===== config.mk =====
export PLATFORM = sky130hd
export DESIGN_NAME = bf_window_monitor
export DESIGN_NICKNAME = d
export VERILOG_FILES = /design/src/rtl/bf_window_monitor.sv
export SDC_FILE = /design/constraint.sdc
export NUM_CORES = 2
export LEC_CHECK = 0
export BUFFER_PORTS_ARGS = -buffer_cell sky130_fd_sc_hd__buf_2
export CAP_MARGIN = 20
export CORE_MARGIN = 8
export CORE_UTILIZATION = 60
export CTS_CLUSTER_SIZE = 8
export DETAILED_ROUTE_END_ITERATION = 10
export PLACE_DENSITY = 0.77
export SLEW_MARGIN = 20
export SYNTH_ARGS = -nofsm -noshare
export SYNTH_HDL_FRONTEND = slang
export SYNTH_SLANG_ARGS = --single-unit

===== constraint.sdc =====
create_clock -name clk_i -period 10.5 [get_ports clk_i]
set_clock_uncertainty 0.15 [all_clocks]
set_input_delay 1.575 -clock clk_i [delete_from_list [all_inputs] [get_ports clk_i]]
set_output_delay 1.575 -clock clk_i [all_outputs]
set_load 0.1 [all_outputs]

===== src/rtl/bf_window_monitor.sv =====
// bf_window_monitor: per-channel bit-flip hit/popcount monitor over a programmable window.
// Define BF_MAXBURST_EN to add per-channel maximum consecutive-hit burst tracking.
module bf_window_monitor #(
   parameter int NUM_CH     = 4,
   parameter int CH_WIDTH   = 32,
   parameter int CNT_WIDTH  = 24,
   parameter int DATA_WIDTH = 32,
   parameter int ADDR_WIDTH = 6
) (
   input  logic                       clk_i,
   input  logic                       rstn_i,
   input  logic [NUM_CH*CH_WIDTH-1:0] value_i,
   input  logic                       reg_valid_i,
   input  logic                       reg_write_i,
   input  logic [ADDR_WIDTH-1:0]      reg_addr_i,
   input  logic [DATA_WIDTH-1:0]      reg_wdata_i,
   output logic [DATA_WIDTH-1:0]      reg_rdata_o,
   output logic                       reg_ready_o,
   output logic                       reg_error_o,
   output logic                       irq_o
);
   localparam int PCW  = $clog2(CH_WIDTH + 1);
   localparam int SW   = ((CNT_WIDTH > PCW) ? CNT_WIDTH : PCW) + 1;
   localparam int NREG = 8 + 4 * NUM_CH;

   localparam logic [CNT_WIDTH-1:0]  CMAX  = '1;
   localparam logic [CNT_WIDTH-1:0]  C_ONE = 1;
   localparam logic [DATA_WIDTH-1:0] D_ONE = 1;
   localparam logic [DATA_WIDTH-1:0] ERR_W = DATA_WIDTH'(32'hDEADBEEF);

   localparam logic [1:0] S_IDLE = 2'd0;
   localparam logic [1:0] S_ARM  = 2'd1;
   localparam logic [1:0] S_RUN  = 2'd2;

   logic [NUM_CH*CH_WIDTH-1:0] r_input_q;
   logic [1:0]                 r_state;
   logic                       r_en;
   logic [DATA_WIDTH-1:0]      r_window;
   logic [DATA_WIDTH-1:0]      r_shadow;
   logic [DATA_WIDTH-1:0]      r_wcnt;
   logic [DATA_WIDTH-1:0]      r_thresh;
   logic [NUM_CH-1:0]          r_irq_en;
   logic [NUM_CH-1:0]          r_irq_status;
   logic [CNT_WIDTH-1:0]       r_win_count;
   logic [CNT_WIDTH-1:0]       r_hit_acc [NUM_CH];
   logic [CNT_WIDTH-1:0]       r_bit_acc [NUM_CH];
   logic [CNT_WIDTH-1:0]       r_hits    [NUM_CH];
   logic [CNT_WIDTH-1:0]       r_bits    [NUM_CH];
   logic [DATA_WIDTH-1:0]      r_rdata;
   logic                       r_ready;
   logic                       r_error;
   logic                       r_irq;

   logic                       w_acc;
   logic                       w_wr;
   logic                       w_sclr;
   logic                       w_wend;
   logic                       w_err;
   logic [DATA_WIDTH-1:0]      w_rd;
   logic [DATA_WIDTH-1:0]      w_win_eff;
   logic [ADDR_WIDTH-1:0]      w_off;
   logic [NUM_CH-1:0]          w_hit;
   logic [NUM_CH-1:0]          w_over;
   logic [NUM_CH-1:0]          w_set;
   logic [NUM_CH-1:0]          w_w1c;
   logic [CNT_WIDTH-1:0]       w_hit_nx [NUM_CH];
   logic [CNT_WIDTH-1:0]       w_bit_nx [NUM_CH];

   function automatic logic [SW-1:0] popcnt(input logic [CH_WIDTH-1:0] v);
      logic [SW-1:0] n;
      n = '0;
      for (int i = 0; i < CH_WIDTH; i++) n = n + SW'(v[i]);
      return n;
   endfunction

   function automatic logic [CNT_WIDTH-1:0] sat(input logic [SW-1:0] s);
      return (s > SW'(CMAX)) ? CMAX : s[CNT_WIDTH-1:0];
   endfunction

   assign reg_rdata_o = r_rdata;
   assign reg_ready_o = r_ready;
   assign reg_error_o = r_error;
   assign irq_o       = r_irq;

   assign w_acc     = reg_valid_i && !r_ready;
   assign w_wr      = w_acc && reg_write_i && !w_err;
   assign w_sclr    = w_wr && (reg_addr_i == ADDR_WIDTH'(0)) && reg_wdata_i[1];
   assign w_win_eff = (r_window == '0) ? D_ONE : r_window;
   assign w_wend    = (r_state == S_RUN) && r_en && (r_wcnt == r_shadow - D_ONE);
   assign w_set     = w_wend ? w_over : '0;
   assign w_w1c     = (w_wr && (reg_addr_i == ADDR_WIDTH'(4))) ?
                      reg_wdata_i[NUM_CH-1:0] : '0;

   always_comb begin
      for (int c = 0; c < NUM_CH; c++) begin
         w_hit[c]    = |r_input_q[c*CH_WIDTH +: CH_WIDTH];
         w_hit_nx[c] = sat(SW'(r_hit_acc[c]) + SW'(w_hit[c]));
         w_bit_nx[c] = sat(SW'(r_bit_acc[c]) +
                           popcnt(r_input_q[c*CH_WIDTH +: CH_WIDTH]));
         w_over[c]   = DATA_WIDTH'(w_hit_nx[c]) > r_thresh;
      end
   end

`ifdef BF_MAXBURST_EN
   logic [CNT_WIDTH-1:0] r_run    [NUM_CH];
   logic [CNT_WIDTH-1:0] r_max    [NUM_CH];
   logic [CNT_WIDTH-1:0] r_mb     [NUM_CH];
   logic [CNT_WIDTH-1:0] w_run_nx [NUM_CH];
   logic [CNT_WIDTH-1:0] w_max_nx [NUM_CH];

   always_comb begin
      for (int c = 0; c < NUM_CH; c++) begin
         w_run_nx[c] = !w_hit[c] ? '0 :
                       (r_run[c] == CMAX) ? CMAX : r_run[c] + C_ONE;
         w_max_nx[c] = (w_run_nx[c] > r_max[c]) ? w_run_nx[c] : r_max[c];
      end
   end

   // Runs never span a window boundary or an ARM restart.
   always_ff @(posedge clk_i or negedge rstn_i) begin
      if (!rstn_i) begin
         for (int c = 0; c < NUM_CH; c++) begin
            r_run[c] <= '0;
            r_max[c] <= '0;
            r_mb[c]  <= '0;
         end
      end else begin
         for (int c = 0; c < NUM_CH; c++) begin
            if (w_sclr) begin
               r_run[c] <= '0;
               r_max[c] <= '0;
               r_mb[c]  <= '0;
            end else if (r_state == S_ARM) begin
               r_run[c] <= '0;
               r_max[c] <= '0;
            end else if (w_wend) begin
               r_mb[c]  <= w_max_nx[c];
               r_run[c] <= '0;
               r_max[c] <= '0;
            end else if ((r_state == S_RUN) && r_en) begin
               r_run[c] <= w_run_nx[c];
               r_max[c] <= w_max_nx[c];
            end
         end
      end
   end
`endif

   always_comb begin
      w_rd  = '0;
      w_err = 1'b0;
      w_off = reg_addr_i - ADDR_WIDTH'(8);
      if (int'(reg_addr_i) >= NREG) begin
         w_err = 1'b1;
      end else if (int'(reg_addr_i) >= 8) begin
         for (int c = 0; c < NUM_CH; c++) begin
            if (int'(w_off[ADDR_WIDTH-1:2]) == c) begin
               case (w_off[1:0])
                  2'd0:    w_rd = DATA_WIDTH'(r_hits[c]);
                  2'd1:    w_rd = DATA_WIDTH'(r_bits[c]);
`ifdef BF_MAXBURST_EN
                  2'd2:    w_rd = DATA_WIDTH'(r_mb[c]);
`endif
                  default: w_rd = '0;
               endcase
            end
         end
      end else begin
         case (reg_addr_i[2:0])
            3'd0:    w_rd = DATA_WIDTH'(r_en);
            3'd1:    w_rd = r_window;
            3'd2:    w_rd = r_thresh;
            3'd3:    w_rd = DATA_WIDTH'(r_irq_en);
            3'd4:    w_rd = DATA_WIDTH'(r_irq_status);
            3'd5:    w_rd = DATA_WIDTH'(r_win_count);
            default: w_err = 1'b1;
         endcase
      end
   end

   always_ff @(posedge clk_i or negedge rstn_i) begin
      if (!rstn_i) begin
         r_input_q <= '0;
         r_ready   <= 1'b0;
         r_error   <= 1'b0;
         r_rdata   <= '0;
         r_irq     <= 1'b0;
         r_en      <= 1'b0;
         r_window  <= D_ONE;
         r_thresh  <= '0;
         r_irq_en  <= '0;
      end else begin
         r_input_q <= value_i;
         r_ready   <= w_acc;
         r_error   <= w_acc && w_err;
         r_irq     <= |(r_irq_status & r_irq_en);
         if (w_acc) r_rdata <= w_err ? ERR_W : w_rd;
         if (w_wr) begin
            if (reg_addr_i == ADDR_WIDTH'(0)) r_en     <= reg_wdata_i[0];
            if (reg_addr_i == ADDR_WIDTH'(1)) r_window <= reg_wdata_i;
            if (reg_addr_i == ADDR_WIDTH'(2)) r_thresh <= reg_wdata_i;
            if (reg_addr_i == ADDR_WIDTH'(3)) r_irq_en <= reg_wdata_i[NUM_CH-1:0];
         end
      end
   end

   // SCLR outranks a coincident window end; a hardware set outranks W1C.
   always_ff @(posedge clk_i or negedge rstn_i) begin
      if (!rstn_i) begin
         r_state      <= S_IDLE;
         r_shadow     <= '0;
         r_wcnt       <= '0;
         r_win_count  <= '0;
         r_irq_status <= '0;
         for (int c = 0; c < NUM_CH; c++) begin
            r_hit_acc[c] <= '0;
            r_bit_acc[c] <= '0;
            r_hits[c]    <= '0;
            r_bits[c]    <= '0;
         end
      end else if (w_sclr) begin
         r_state      <= reg_wdata_i[0] ? S_ARM : S_IDLE;
         r_wcnt       <= '0;
         r_win_count  <= '0;
         r_irq_status <= '0;
         for (int c = 0; c < NUM_CH; c++) begin
            r_hit_acc[c] <= '0;
            r_bit_acc[c] <= '0;
            r_hits[c]    <= '0;
            r_bits[c]    <= '0;
         end
      end else begin
         r_irq_status <= (r_irq_status & ~w_w1c) | w_set;
         case (r_state)
            S_IDLE: if (r_en) r_state <= S_ARM;
            S_ARM: begin
               r_state  <= r_en ? S_RUN : S_IDLE;
               r_wcnt   <= '0;
               r_shadow <= w_win_eff;
               for (int c = 0; c < NUM_CH; c++) begin
                  r_hit_acc[c] <= '0;
                  r_bit_acc[c] <= '0;
               end
            end
            S_RUN: begin
               if (!r_en) begin
                  r_state <= S_IDLE;
               end else if (w_wend) begin
                  r_wcnt      <= '0;
                  r_shadow    <= w_win_eff;
                  r_win_count <= (r_win_count == CMAX) ? CMAX : r_win_count + C_ONE;
                  for (int c = 0; c < NUM_CH; c++) begin
                     r_hits[c]    <= w_hit_nx[c];
                     r_bits[c]    <= w_bit_nx[c];
                     r_hit_acc[c] <= '0;
                     r_bit_acc[c] <= '0;
                  end
               end else begin
                  r_wcnt <= r_wcnt + D_ONE;
                  for (int c = 0; c < NUM_CH; c++) begin
                     r_hit_acc[c] <= w_hit_nx[c];
                     r_bit_acc[c] <= w_bit_nx[c];
                  end
               end
            end
            default: r_state <= S_IDLE;
         endcase
      end
   end

endmodule

# ---- Word-level counts from Yosys, hierarchy flattened
# Cells that the tools add are included.
dict set report classes {
  addsub 136
  n_lt_le_gt_ge 14
  n_eq_ne 22
  muxes 61
  n_bitwise 5
  reduce_logical 36
}
# op count
set ops {}
lappend ops {{$mux 96} 14}
lappend ops {{$add 25x1->25} 28}
lappend ops {{$mux 32} 12}
lappend ops {{$pmux 96 s2} 2}
lappend ops {{$mux 24} 14}
lappend ops {{$add 24x1->25} 8}
lappend ops {{$gt 25x24->1 const B} 8}
lappend ops {{$pmux 24 s2} 4}
lappend ops {{$pmux 32 s6} 1}
lappend ops {{$gt 24x32->1} 4}
lappend ops {{$pmux 32 s2} 2}
lappend ops {{$reduce_or 32->1} 4}
lappend ops {{$add 24x25->25} 4}
lappend ops {{$add 23x1->24} 4}
lappend ops {{$add 22x1->23} 4}
lappend ops {{$add 21x1->22} 4}
lappend ops {{$add 20x1->21} 4}
lappend ops {{$add 19x1->20} 4}
lappend ops {{$add 18x1->19} 4}
lappend ops {{$add 17x1->18} 4}
lappend ops {{$add 16x1->17} 4}
lappend ops {{$add 15x1->16} 4}
lappend ops {{$add 14x1->15} 4}
lappend ops {{$add 13x1->14} 4}
lappend ops {{other kinds (54)} 125}
dict set report word_totals {
  register_bits 710
  wordCells 304
}

# ---- Logic depth before layout (Yosys ltp)
dict set report depth {
  ltp_word 38
  mapped_depth 23
  mapped_depth_nobuf 22
}

# ---- Least setup slack after synthesis
# OpenSTA, ideal clock, no wires.
dict set report synth_timing {
  path_type {flip-flop to flip-flop}
  start {register r_input_q[32]}
  end {register r_bit_acc[69] in the netlist's numbering}
  arrival_ps 5889
  required_time_ps 10285
  slack_ps 4396
  path_stages_with_launch 20
  path_buffers 2
  period_less_slack_ps 6104
  cell_sequence {dfrtp_1 fa_1 inv_1 fa_1 fa_1 fa_1 fa_1 fa_1 fa_1 inv_1 fa_1 a21o_1 a21oi_1 o21a_1 clkbuf_1 or4b_2 clkbuf_1 nand4_1 nor3b_1 o22a_1}
}
dict set report synth_between {
  elab_chain_cells 38
}
# element line
set synth_rtl {}
lappend synth_rtl {{from (decl)} 35} ;# logic [NUM_CH*CH_WIDTH-1:0] r_input_q;
lappend synth_rtl {{from (signal assigned)} 193} ;# r_input_q <= value_i;
lappend synth_rtl {{$add 1x1->2 (*)} 72} ;# for (int i = 0; i < CH_WIDTH; i++) n = n + SW'(v[i]);
lappend synth_rtl {{$add 2x1->3 (*)} 72}
lappend synth_rtl {{$add 3x1->4 (*)} 72}
lappend synth_rtl {{$add 4x1->5 (*)} 72}
lappend synth_rtl {{$add 5x1->6 (*)} 72}
lappend synth_rtl {{$add 6x1->7 (*)} 72}
lappend synth_rtl {{$add 7x1->8 (*)} 72}
lappend synth_rtl {{$add 8x1->9 (*)} 72}
lappend synth_rtl {{[... 16 more ...]} --}
lappend synth_rtl {{$add 25x1->25 (*) (7 in series)} 72}
lappend synth_rtl {{$add 24x25->25 (*)} 98} ;# w_bit_nx[c] = sat(SW'(r_bit_acc[c]) +
lappend synth_rtl {{$gt 25x24->1} 77} ;# return (s > SW'(CMAX)) ? CMAX : s[CNT_WIDTH-1:0];
lappend synth_rtl {{$mux 24 (*)} 77}
lappend synth_rtl {{$mux 96 (*)} 248} ;# end else if (w_wend) begin
lappend synth_rtl {{$mux 96 (*)} 246} ;# if (!r_en) begin
lappend synth_rtl {{$pmux 96 s2 (*)} 234} ;# case (r_state)
lappend synth_rtl {{$mux 96 (*)} 221} ;# end else if (w_sclr) begin
lappend synth_rtl {{to (signal, indexed assignment)} 262} ;# r_bit_acc[c] <= w_bit_nx[c];
lappend synth_rtl {{to (decl)} 46} ;# logic [CNT_WIDTH-1:0] r_bit_acc [NUM_CH];
# Every way passes the cells marked *; elsewhere a longest branch is shown, timed or not. The select of a mux whose other input is x is not followed.
# A chain may end at the register's enable or synchronous reset.

# ---- Final worst setup path
dict set report layout_timing {
  start {register r_input_q[64]}
  end {register r_bits[29] in the netlist's numbering}
}
dict set report layout_between {
  elab_chain_cells 38
}
# element line
set layout_rtl {}
lappend layout_rtl {{$add 1x1->2 (*)} 72}
lappend layout_rtl {{$add 2x1->3 (*)} 72}
lappend layout_rtl {{$add 3x1->4 (*)} 72}
lappend layout_rtl {{$add 4x1->5 (*)} 72}
lappend layout_rtl {{$add 5x1->6 (*)} 72}
lappend layout_rtl {{$add 6x1->7 (*)} 72}
lappend layout_rtl {{$add 7x1->8 (*)} 72}
lappend layout_rtl {{$add 8x1->9 (*)} 72}
lappend layout_rtl {{[... 16 more ...]} --}
lappend layout_rtl {{$add 25x1->25 (*) (7 in series)} 72}
lappend layout_rtl {{$add 24x25->25 (*)} 98}
lappend layout_rtl {{$gt 25x24->1} 77}
lappend layout_rtl {{$mux 24 (*)} 77}
lappend layout_rtl {{$mux 96 (*)} 248}
lappend layout_rtl {{$mux 96 (*)} 246}
lappend layout_rtl {{$mux 96 (*)} 234}
lappend layout_rtl {{$mux 96 (*)} 221}
lappend layout_rtl {{to (signal, indexed assignment)} 254} ;# r_bits[c] <= w_bit_nx[c];
lappend layout_rtl {{to (decl)} 48} ;# logic [CNT_WIDTH-1:0] r_bits [NUM_CH];
# Marked as above.

==> impl_metrics.toml <==
[outcome]
status = "complete, no violations"

[yosys]
syn_inst = 4261
synth_ff_type = "dfrtp_1"
synth_area_sq_mm = 0.0424
async_flop_share_pct = 100
synthMostInstantiatedCell = "dfrtp_1"
synth_top_area_share_pct = 41.9
synth_area_leaders = "dfrtp_1 42%, ha_1 5.2%, mux2i_1 5.0%"
yosysUniqueCellTypes = 86
synth_edf_count = 0
ys_seq_area_share_pct = 41.9
ys_warn_count = 0
ys_ff_latch = 710
yosys.area.top_type = "dfrtp_1"
synthTopCellsByCount = "709 x dfrtp_1, 355 x nor2_1, 345 x nand2_1"
syn_avg_cell_area_sq_um = 9.94
synth_fp_nets = 4711

[setup_path]
worst_ep_required_time_ps = 10910
worst-setup-path-type = "reg2reg"
end_kind = "flop"
start_kind = "flop"
path_max_fanout = 17
arrival_ps = 6970

[routing]
wl_met2_mm = 57.4
wl_met1_mm = 54.0
highest_layer = "met5"
ant_nets = 0
dr.pass1.iters = 8
vias = 34800
drc = 0
drtIter0Drc = 4001
avgRoutedWirePerCell_um = 24.5
totalWireLength_mm = 130
wl_met3_mm = 11.7
viasPerCell = 6.57

[power]
powerDensity_mw_per_mm2 = 202
p_leak_nw = 21.5
p_switching_mw = 3.51
peakVddDrop_mv = 0.188
seq_power_share_pct = 33.3
combPwrFrac_pct = 36.0
switching_share_pct = 37.2
clock_power_share_pct = 30.7
power.internal_mw = 5.92

[timing]
hold_viol = 0
tns_ps = 0
rsz0062_at_grt = "false"
fin_crit_ps = 6560
fmax_mhz = 152
finalCritPeriodShare_pct = 62.5
setup_viol = 0
tightestPinTransition_ps = 1290
slew_viol_final = 0
maxSlewHeadroom_pct = 14.3

[final_layout]
fillers = 5526
regArea_sq_mm = 0.0178
multi_input_area_sq_mm = 0.0225
drive_gt1_share_pct = 11.1
area_growth_pct = 9.97
instances_no_fill = 5298
fin_nets = 4788

[placed_design]
place_congestion = 0.962
dp_cells = 5176
dpl.hpwl_mm = 90.1
io_buffers = 204

[clock_tree]
clock-sinks = 710
post-cts-setup-buffers = 0
post_cts_resized = 0
numCtsBuffers = 99
hold_buffers = 0
htree_levels = 3
clockBufferDepth = 3
clkSlewWorstSetupHoldPaths_ps = 50
tritoncts = "yes"
clockRootBuffer = "clkbuf_16"
insertion_delay_ps = 670

[worst_hold_path]
worstHoldPathType = "reg2reg"

[global_routing]
grt_pass1_wl_mm = 200
grt_start_max_net_pins = 179
antenna_found_initial = 3
grt_pass1_vias = 33800
grt_use_total_pct = 32.3
grt-ovfl-total = 0

[floorplan]
die_area_sq_mm = 0.0794
core_sq_mm = 0.0700
rows = 97
die_y_um = 282
fp.dieW_um = 282
initial_core_util_pct = 60.5
io_pins = 205

[run]
maxCapViolCount = 0
-- sequential cells by signal, indices dropped and copies added, names as in the netlist, 96 cells and up --
| register | flops |
|---|---|
| r_input_q | 128 |
| r_bit_acc | 96 |
| r_bits | 96 |
| r_hit_acc | 96 |
| r_hits | 96 |
-- layout make-up --
| type | count | share of cell area (%) |
|---|---|---|
| inverters | 261 | 2.10 |
| well taps | 940 | 2.52 |
| diodes | 2 | 0.0107 |
| flip-flops and latches | 710 | 38.1 |
| clock inverters | 5 | 0.142 |
| clock buffers | 114 | 5.60 |
| multi-input cells | 3021 | 48.4 |
| repair buffers | 245 | 3.09 |
-- power groups by stage --
stage	Sequential (mW)	Combinational, mW	Clock [mW]
finish	3.14	3.39	2.90
global route	3.16	3.78	3.03
CTS	3.13	3.37	2.92
detailed placement	3.17	3.35	0
global placement	3.16	3.26	0
floorplan	3.15	2.45	0
-- placed cells by master (no fill, tap or decap), drive strengths merged, types with 34 or more instances in the layout --
cell,Yosys,final
dfrtp,709,709
a21o,78,78
and3,107,107
xnor2,86,86
a22o,180,180
mux2i,213,213
and4,34,34
a221oi,34,34
clkbuf,202,115
xor2,62,62
a21oi,132,132
ha,176,176
mux2,73,73
inv,259,260
nor2,355,355
nor2b,49,49
nand2,345,345
fa,104,104
nor4,66,66
nand4,105,105
buf,67,244
nand3,85,85
o21ai,162,162
o211ai,48,48
o31ai,51,51
nor3,68,68
-- final timing paths --
check | start | end | slack [ps] | depth (start not counted)
setup reg to reg | r_input_q[64]$_DFF_PN0_ | r_bits[29]$_DFFE_PN0P_ | 3940 | 18
setup / recovery | r_input_q[64]$_DFF_PN0_ | r_bits[29]$_DFFE_PN0P_ | 3940 | 18
hold reg to reg | reg_rdata_o[26]$_DFFE_PN0P_ | reg_rdata_o[26]$_DFFE_PN0P_ | 330 | 2
hold / removal | reg_rdata_o[26]$_DFFE_PN0P_ | reg_rdata_o[26]$_DFFE_PN0P_ | 330 | 2
max in group asynchronous | rstn_i | r_hit_acc[54]$_DFFE_PN0P_ | 7250 | 3
min in group asynchronous | rstn_i | r_wcnt[17]$_DFFE_PN0P_ | 760 | 1
-- per-layer routing --
metal | global-route usage [%] | vias to the layer above
met2 | 48.2 | 1747
met4 | 15.0 | 2
met1 | 45.3 | 17200
met3 | 6.66 | 350
li1 | - | 15500
met5 | 0 | -
-- worst max-delay path: stages (launching register included) --
cell and delay (ps):
dfrtp_1 400, fa_1 540, inv_1 50, fa_1 560, fa_1 450, fa_1 500, fa_1 540, fa_1 430
fa_1 410, inv_1 90, fa_1 210, a21o_1 130, a21oi_1 120, o21a_1 250, nor2_1 390, nand3_1 620
o21ai_0 360, mux2i_1 130, nor2_1 130
-- metrics by stage --
| stage | power [mW] | util (%) | worst slack (ps) | hold slack, ps | instance area [sq um] |
|---|---|---|---|---|---|
| final | 9.43 | 66.5 | 3940 | 328 | 46600 |
| after CTS | 9.42 | 66.5 | 3960 | 334 | 46600 |
| after detailed placement | 6.52 | 62.7 | 3970 | 312 | 43900 |
| after floorplan | 5.60 | - | 4400 | 306 | 42400 |
| after global placement | 6.42 | 62.7 | 4120 | 311 | 43900 |
| after global routing | 9.97 | 66.5 | 3530 | 356 | 46600 |
-- logic make-up (layout without fill, tap and decap cells) --
logic type                 after synthesis  count (layout)  share of synthesized area [%]
other                                    0               2                              0
xor gates and xnor gates               149             149                           3.11
buffers and inverters                  530             625                           4.97
AOI/OAI and AO/OA                      912             912                           15.4
and+or+nand+nor                       1373            1373                           16.3
adders and majority gates              280             280                           10.1
muxes                                  307             307                           8.09
DFF                                    710             710                           41.9
(Power assumes the default switching activity.)
